==> src/rtl/input_port_conditioner.sv <==
// Front-panel input conditioner: synchronises the switch bank and push-button, debounces the button,
// latches the switches on each accepted press, and drives in_port/ready_in. Optional macro: AUTO_REPEAT_EN.
module input_port_conditioner #(
   parameter int BUS_WIDTH       = 8,
   parameter int DEBOUNCE_CYCLES = 16,
   parameter int REPEAT_CYCLES   = 1024
) (
   input  logic                 clk,
   input  logic                 n_reset,
   input  logic [BUS_WIDTH-1:0] sw_raw,
   input  logic                 btn_raw,
   output logic [BUS_WIDTH-1:0] in_port,
   output logic                 ready_in
);

   localparam int DW = (DEBOUNCE_CYCLES > 1) ? $clog2(DEBOUNCE_CYCLES) : 1;
   localparam logic [DW-1:0] DMAX = DW'(DEBOUNCE_CYCLES - 1);
   localparam logic [DW-1:0] DONE = DW'(1);

`ifdef AUTO_REPEAT_EN
   localparam int RW = (REPEAT_CYCLES > 1) ? $clog2(REPEAT_CYCLES) : 1;
   localparam logic [RW-1:0] RMAX = RW'(REPEAT_CYCLES - 1);
   localparam logic [RW-1:0] RONE = RW'(1);
`endif

   typedef enum logic [2:0] {
      IDLE        = 3'd0,
      ARM_PRESS   = 3'd1,
      CAPTURE     = 3'd2,
      PRESSED     = 3'd3,
      ARM_RELEASE = 3'd4
`ifdef AUTO_REPEAT_EN
      ,
      REPEAT_GAP  = 3'd5
`endif
   } state_t;

   state_t                state_q, state_d;
   logic                  btn_meta_q, btn_meta_d;
   logic                  btn_s_q, btn_s_d;
   logic [BUS_WIDTH-1:0]  sw_meta_q, sw_meta_d;
   logic [BUS_WIDTH-1:0]  sw_s_q, sw_s_d;
   logic [DW-1:0]         dcnt_q, dcnt_d;
   logic [BUS_WIDTH-1:0]  in_port_q, in_port_d;
   logic                  ready_in_q, ready_in_d;
`ifdef AUTO_REPEAT_EN
   logic [RW-1:0]         rcnt_q, rcnt_d;
`endif

   always_comb begin
      state_d    = state_q;
      dcnt_d     = dcnt_q;
      in_port_d  = in_port_q;
      ready_in_d = ready_in_q;
      btn_meta_d = btn_raw;
      btn_s_d    = btn_meta_q;
      sw_meta_d  = sw_raw;
      sw_s_d     = sw_meta_q;
`ifdef AUTO_REPEAT_EN
      rcnt_d     = rcnt_q;
`endif

      case (state_q)
         IDLE: begin
            if (btn_s_q) begin
               state_d = ARM_PRESS;
               dcnt_d  = DONE;
            end else begin
               dcnt_d  = '0;
            end
         end

         ARM_PRESS: begin
            if (!btn_s_q) begin
               state_d = IDLE;
               dcnt_d  = '0;
            end else if (dcnt_q == DMAX) begin
               state_d   = CAPTURE;
               in_port_d = sw_s_q;
            end else begin
               dcnt_d = dcnt_q + DONE;
            end
         end

         // in_port settled on the previous edge; raise ready_in one cycle later
         CAPTURE: begin
            state_d    = PRESSED;
            ready_in_d = 1'b1;
            dcnt_d     = '0;
`ifdef AUTO_REPEAT_EN
            rcnt_d     = '0;
`endif
         end

         PRESSED: begin
`ifdef AUTO_REPEAT_EN
            if (btn_s_q && rcnt_q == RMAX) begin
               state_d    = REPEAT_GAP;
               ready_in_d = 1'b0;
               in_port_d  = sw_s_q;
               rcnt_d     = '0;
            end else begin
               if (rcnt_q != RMAX) begin
                  rcnt_d = rcnt_q + RONE;
               end
               if (!btn_s_q) begin
                  state_d = ARM_RELEASE;
                  dcnt_d  = DONE;
               end
            end
`else
            if (!btn_s_q) begin
               state_d = ARM_RELEASE;
               dcnt_d  = DONE;
            end
`endif
         end

         // rcnt is deliberately left alone here so a release bounce does not restart the repeat period
         ARM_RELEASE: begin
            if (btn_s_q) begin
               state_d = PRESSED;
               dcnt_d  = '0;
            end else if (dcnt_q == DMAX) begin
               state_d    = IDLE;
               ready_in_d = 1'b0;
`ifdef AUTO_REPEAT_EN
               rcnt_d     = '0;
`endif
            end else begin
               dcnt_d = dcnt_q + DONE;
            end
         end

`ifdef AUTO_REPEAT_EN
         REPEAT_GAP: begin
            state_d    = PRESSED;
            ready_in_d = 1'b1;
         end
`endif

         default: begin
            state_d = IDLE;
            dcnt_d  = '0;
         end
      endcase
   end

   always_ff @(posedge clk) begin
      if (!n_reset) begin
         state_q    <= IDLE;
         btn_meta_q <= 1'b0;
         btn_s_q    <= 1'b0;
         sw_meta_q  <= '0;
         sw_s_q     <= '0;
         dcnt_q     <= '0;
         in_port_q  <= '0;
         ready_in_q <= 1'b0;
`ifdef AUTO_REPEAT_EN
         rcnt_q     <= '0;
`endif
      end else begin
         state_q    <= state_d;
         btn_meta_q <= btn_meta_d;
         btn_s_q    <= btn_s_d;
         sw_meta_q  <= sw_meta_d;
         sw_s_q     <= sw_s_d;
         dcnt_q     <= dcnt_d;
         in_port_q  <= in_port_d;
         ready_in_q <= ready_in_d;
`ifdef AUTO_REPEAT_EN
         rcnt_q     <= rcnt_d;
`endif
      end
   end

   assign in_port  = in_port_q;
   assign ready_in = ready_in_q;

endmodule

==> config.mk <==
export PLATFORM = sky130hd
export DESIGN_NAME = input_port_conditioner
export DESIGN_NICKNAME = d
export VERILOG_FILES = /design/src/rtl/input_port_conditioner.sv
export SDC_FILE = /design/constraint.sdc
export NUM_CORES = 1
export LEC_CHECK = 0
export BUFFER_PORTS_ARGS = -buffer_cell sky130_fd_sc_hd__buf_2
export CORE_ASPECT_RATIO = 1.4
export CORE_MARGIN = 5
export CORE_UTILIZATION = 59
export CTS_CLUSTER_DIAMETER = 150
export DETAILED_ROUTE_END_ITERATION = 7
export PLACE_DENSITY = 0.89
export RECOVER_POWER = 25
export SLEW_MARGIN = 25
export SYNTH_ARGS = -nofsm -noshare
export SYNTH_HDL_FRONTEND = slang
export SYNTH_SLANG_ARGS = --single-unit
==> constraint.sdc <==
create_clock -name clk -period 3.9 [get_ports clk]
set_clock_uncertainty 0.1 [all_clocks]
set_input_delay 1.17 -clock clk [delete_from_list [all_inputs] [get_ports clk]]
set_output_delay 1.17 -clock clk [all_outputs]
set_load 0.01 [all_outputs]
==> metrics list <==
* Core Footprint: 2365 µm²
- Number of storage elements in the synthesis netlist: 34
* Routed WL: 2.450 mm
- The clock drives 34 sinks.
* CP top delay family: buffers and inverters
* Via count of the first global-routing pass: 1026
- Sequential cells were found to cover 47.93% of the synthesized design area.
- FF-to-FF Start: state_q[0]
- Capture instance of the worst register-to-register path: dcnt_q[3]
- Flop pwr share: 61.9%
- The worst setup path is captured at a flop.
- For this run, the top clock speed supported by timing is 435.0 MHz.
- H-tree lvl count: 2
- The count of cells in the finished layout, fillers not included, comes to 179.
- The floorplan has 21 rows.
- Worst hold endpoint: btn_s_q
- ANT cells: 0
- The detail route stage leaves a number of antenna-violating nets equal to 0.
- In the final routed layout, each cell accounts on average for 13.69 µm.
* Clock-pin slew on the worst setup and hold paths: 100 ps
- For the worst setup path, the data required time is 4030 ps.
- Setup repair after global routing left no endpoint under its margin.
* Status: finished, final reports clean
- Proportion of power drawn by the clock network: 34.7%
- DIE AREA: 3502 µm²
- The total count of max-transition violations in the final report is 0.
- Power spread over the standard cell area amounts to 384.2 nW/µm².
- In this run, the number of DRC markers left after iteration 0 of detailed routing was 23.
- Slew at the pin closest to its max-slew limit: 749.8 ps
- During synthesis, Yosys emitted a total of 0 warnings.
- The number of hold violations in the final report is 0.
* Clk_lat worst skew: 330 ps
* Largest cells by area after synthesis: dfxtp_1 (48%), and2_1 (7.9%), a21oi_1 (3.9%)
- Cell-by-cell listing of the critical path: clkbuf_1 -> inv_1 -> a2111oi_2
- Die X-Extent: 51.47 µm
- The critical path contains buffers and inverters numbering 2 combined.
* Pin count of the biggest net entering global routing: 24
- Top Metal Used: met4
* Iteration count of the initial detailed-routing pass: 4
- Detailed placement ended at an HPWL of 1.766 mm.
- Buffers inserted during clock tree synthesis total 5.
- Total I/O pin count: 20
- First-pass GRT wire length: 4.388 mm
* Clock Tree Root: clkbuf_4
- Counting flops with an async set or reset pin after synthesis yields a share of 0%.
* CP max FO: 23
- Switching portion of total power: 22.36%
- Summing every instance area after synthesis gives 1420 µm².
- The synthesized design devotes to its leading area cell type 47.93% of total area.
* Net Count, Synth: 154
- Global routing used 16.83% of the available tracks across all layers.
- In this run, the combinational gates consume 3.5% of the power.
- At the end of routability-driven placement, the weighted congestion stood at 0.8182.
* Setup-violating endpoint count in the final report: 0
- The internal portion of the total power is 0.4535 mW.
- In the routed layout, each cell is associated on average with a via count of 5.765.
- Distinct cell type count of the synthesized netlist: 40
- Die height: 68.05 µm
- Setup slack on the worst reg-to-reg path comes out at 1990 ps.
- Number of port buffers: 19
- The most used flip-flop cell after synthesis is dfxtp_1.
* Routed via count: 1032
- Along the worst hold path, the cell count comes to 1.
- Averaged over all synthesized cells, the footprint is 10.00 µm².
* Peak supply drop: 235.1 µV
* Wire length the detailed router placed on met1: 1.037 mm
* Reg2Reg Depth: 3
* Post-synthesis to final-layout area growth: 7.049%
* Met2 WL post-DR: 1.234 mm
- Cell area reported after detailed placement: 1458 µm²
- Once the clock tree was built, the resizer swapped 0 gates to a different size.
- Max Cap Viol: 0
- Design Power: 0.5841 mW
- In this run the static leakage power is 0.5718 nW.
- The largest individual stage delay along the critical path comes from the cell clkbuf_1.
- For this run, the slowest stage of the critical path takes 550 ps.
* Post-CTS setup buffers: 0
- GRT Residual Overflow: 0
- The worst setup path is of the in2reg kind.
* Max-slew headroom: 50.01%
- Number of instances in the placed design: 171
- Startpoint Class: input port
- DRC violations left: 0
- The number of hold buffers added after CTS was 0.
- Final Cycle Share: 58.95%
- The analysis attributes to net switching a power of 0.1306 mW.
- Starting Density: 60.05%
- TritonCTS built the clock tree.
- Hold wc startpoint: btn_meta_q
- Number of antenna violations at the first check in global routing: 0
- Final instance area: 1520 µm²
- Fraction of final layout cells with drive strength greater than 1: 23.72%
- Cell accounting for the most synthesized area: dfxtp_1
- Final hold analysis gives a worst-case slack of 341.9 ps.
- Adding up every negative setup slack in the final design gives 0 ps.
* Final net count: 167
- The worst path in the final design needs a cycle of 2299 ps, including I/O delays and setup.
* Clock Path Buffers: 2
* Worst hold-check path type: reg2reg
* Arrival time at the worst endpoint: 2430 ps
- Synthesis produced 142 cells.
* WL met3: 125 µm
* Post-synth EDFFs: 0
[cell usage after synthesis (2+ instances only)]
library cell	count
a21oi_1	11
and2_1	18
and3_1	2
buf_2	6
buf_6	4
clkbuf_1	3
dfxtp_1	34
inv_1	4
nand2_1	2
nand2b_1	2
nand3_1	10
nand3b_1	4
nand4_1	3
nor2_1	3
o21a_1	2
o21ai_0	9
or2b_1	2
[sequential cells by signal, summed over array words and instances (netlist names)]
register    flops
sw_s_q          8
sw_meta_q       8
in_port         8
btn_s_q         1
btn_meta_q      1
ready_in        1
state_q         3
dcnt_q          4
[cell usage in the layout, fill, tap and decap left out, types with 3 or more instances in the layout]
cell	count
and2_1	16
dfxtp_1	34
clkbuf_4	5
inv_1	4
a21oi_1	11
nor2_1	3
nand3b_1	4
nand4_1	3
buf_2	18
o21ai_0	9
nand3_1	10
[power by group through the flow]
stage          Combinational (mW)  Clock (mW)  Sequential (mW)
2_1_floorplan              0.0177           0            0.367
3_3_place_gp               0.0194           0            0.369
3_5_place_dp               0.0207           0            0.369
4_1_cts                    0.0207       0.206            0.361
5_1_grt                    0.0234       0.223            0.363
6_report                   0.0202       0.202            0.361
[worst register-to-register path: stages, from the launching register on]
cell,delay (ps)
dfxtp_1,560
and3b_1,610
o211ai_2,170
a2111oi_2,380
[how the worst max path moves through the flow]
stage                  start          to  slack [ps]  cells after the start
finish               n_reset   dcnt_q[3]        1600                      3
global route         n_reset   dcnt_q[3]        1420                      3
CTS                 ready_in    ready_in        1800                      1
detailed placement   n_reset   dcnt_q[3]        1680                      3
global placement     n_reset   dcnt_q[3]        1760                      3
floorplan            n_reset  state_q[2]        2070                      3
[logic make-up after synthesis]
family          share of synthesized area, %
simple gates                           23.70
buf+inv                                7.136
flops                                  47.93
mux                                   0.7049
fa+ha+maj                             0.8809
compound gates                         19.65
[layout make-up]
type                            instances  area, µm²
Clock buffer                            6      51.30
Tap cell                               23      28.78
Fill cell                             211      844.6
Timing Repair Buffer                   19      93.84
Inverter                                4      15.01
Clock inverter                          2      12.51
Multi-Input combinational cell         91      638.1
Sequential cell                        34      680.7
[metrics by stage]
stage | util (%) | worst slack [ps]
final | 64.29 | 1601
after global routing | 64.29 | 1416
after CTS | 64.34 | 1803
after detailed placement | 61.64 | 1676
after global placement | 61.64 | 1758
after floorplan | - | 2072
[per-layer routing]
metal,global-route usage (%),up-vias
met3,6.536,7
met1,18.66,476
met5,0,-
met2,28.34,25
li1,-,524
met4,7.541,0
Note: power is estimated with default switching activity, not from simulation.
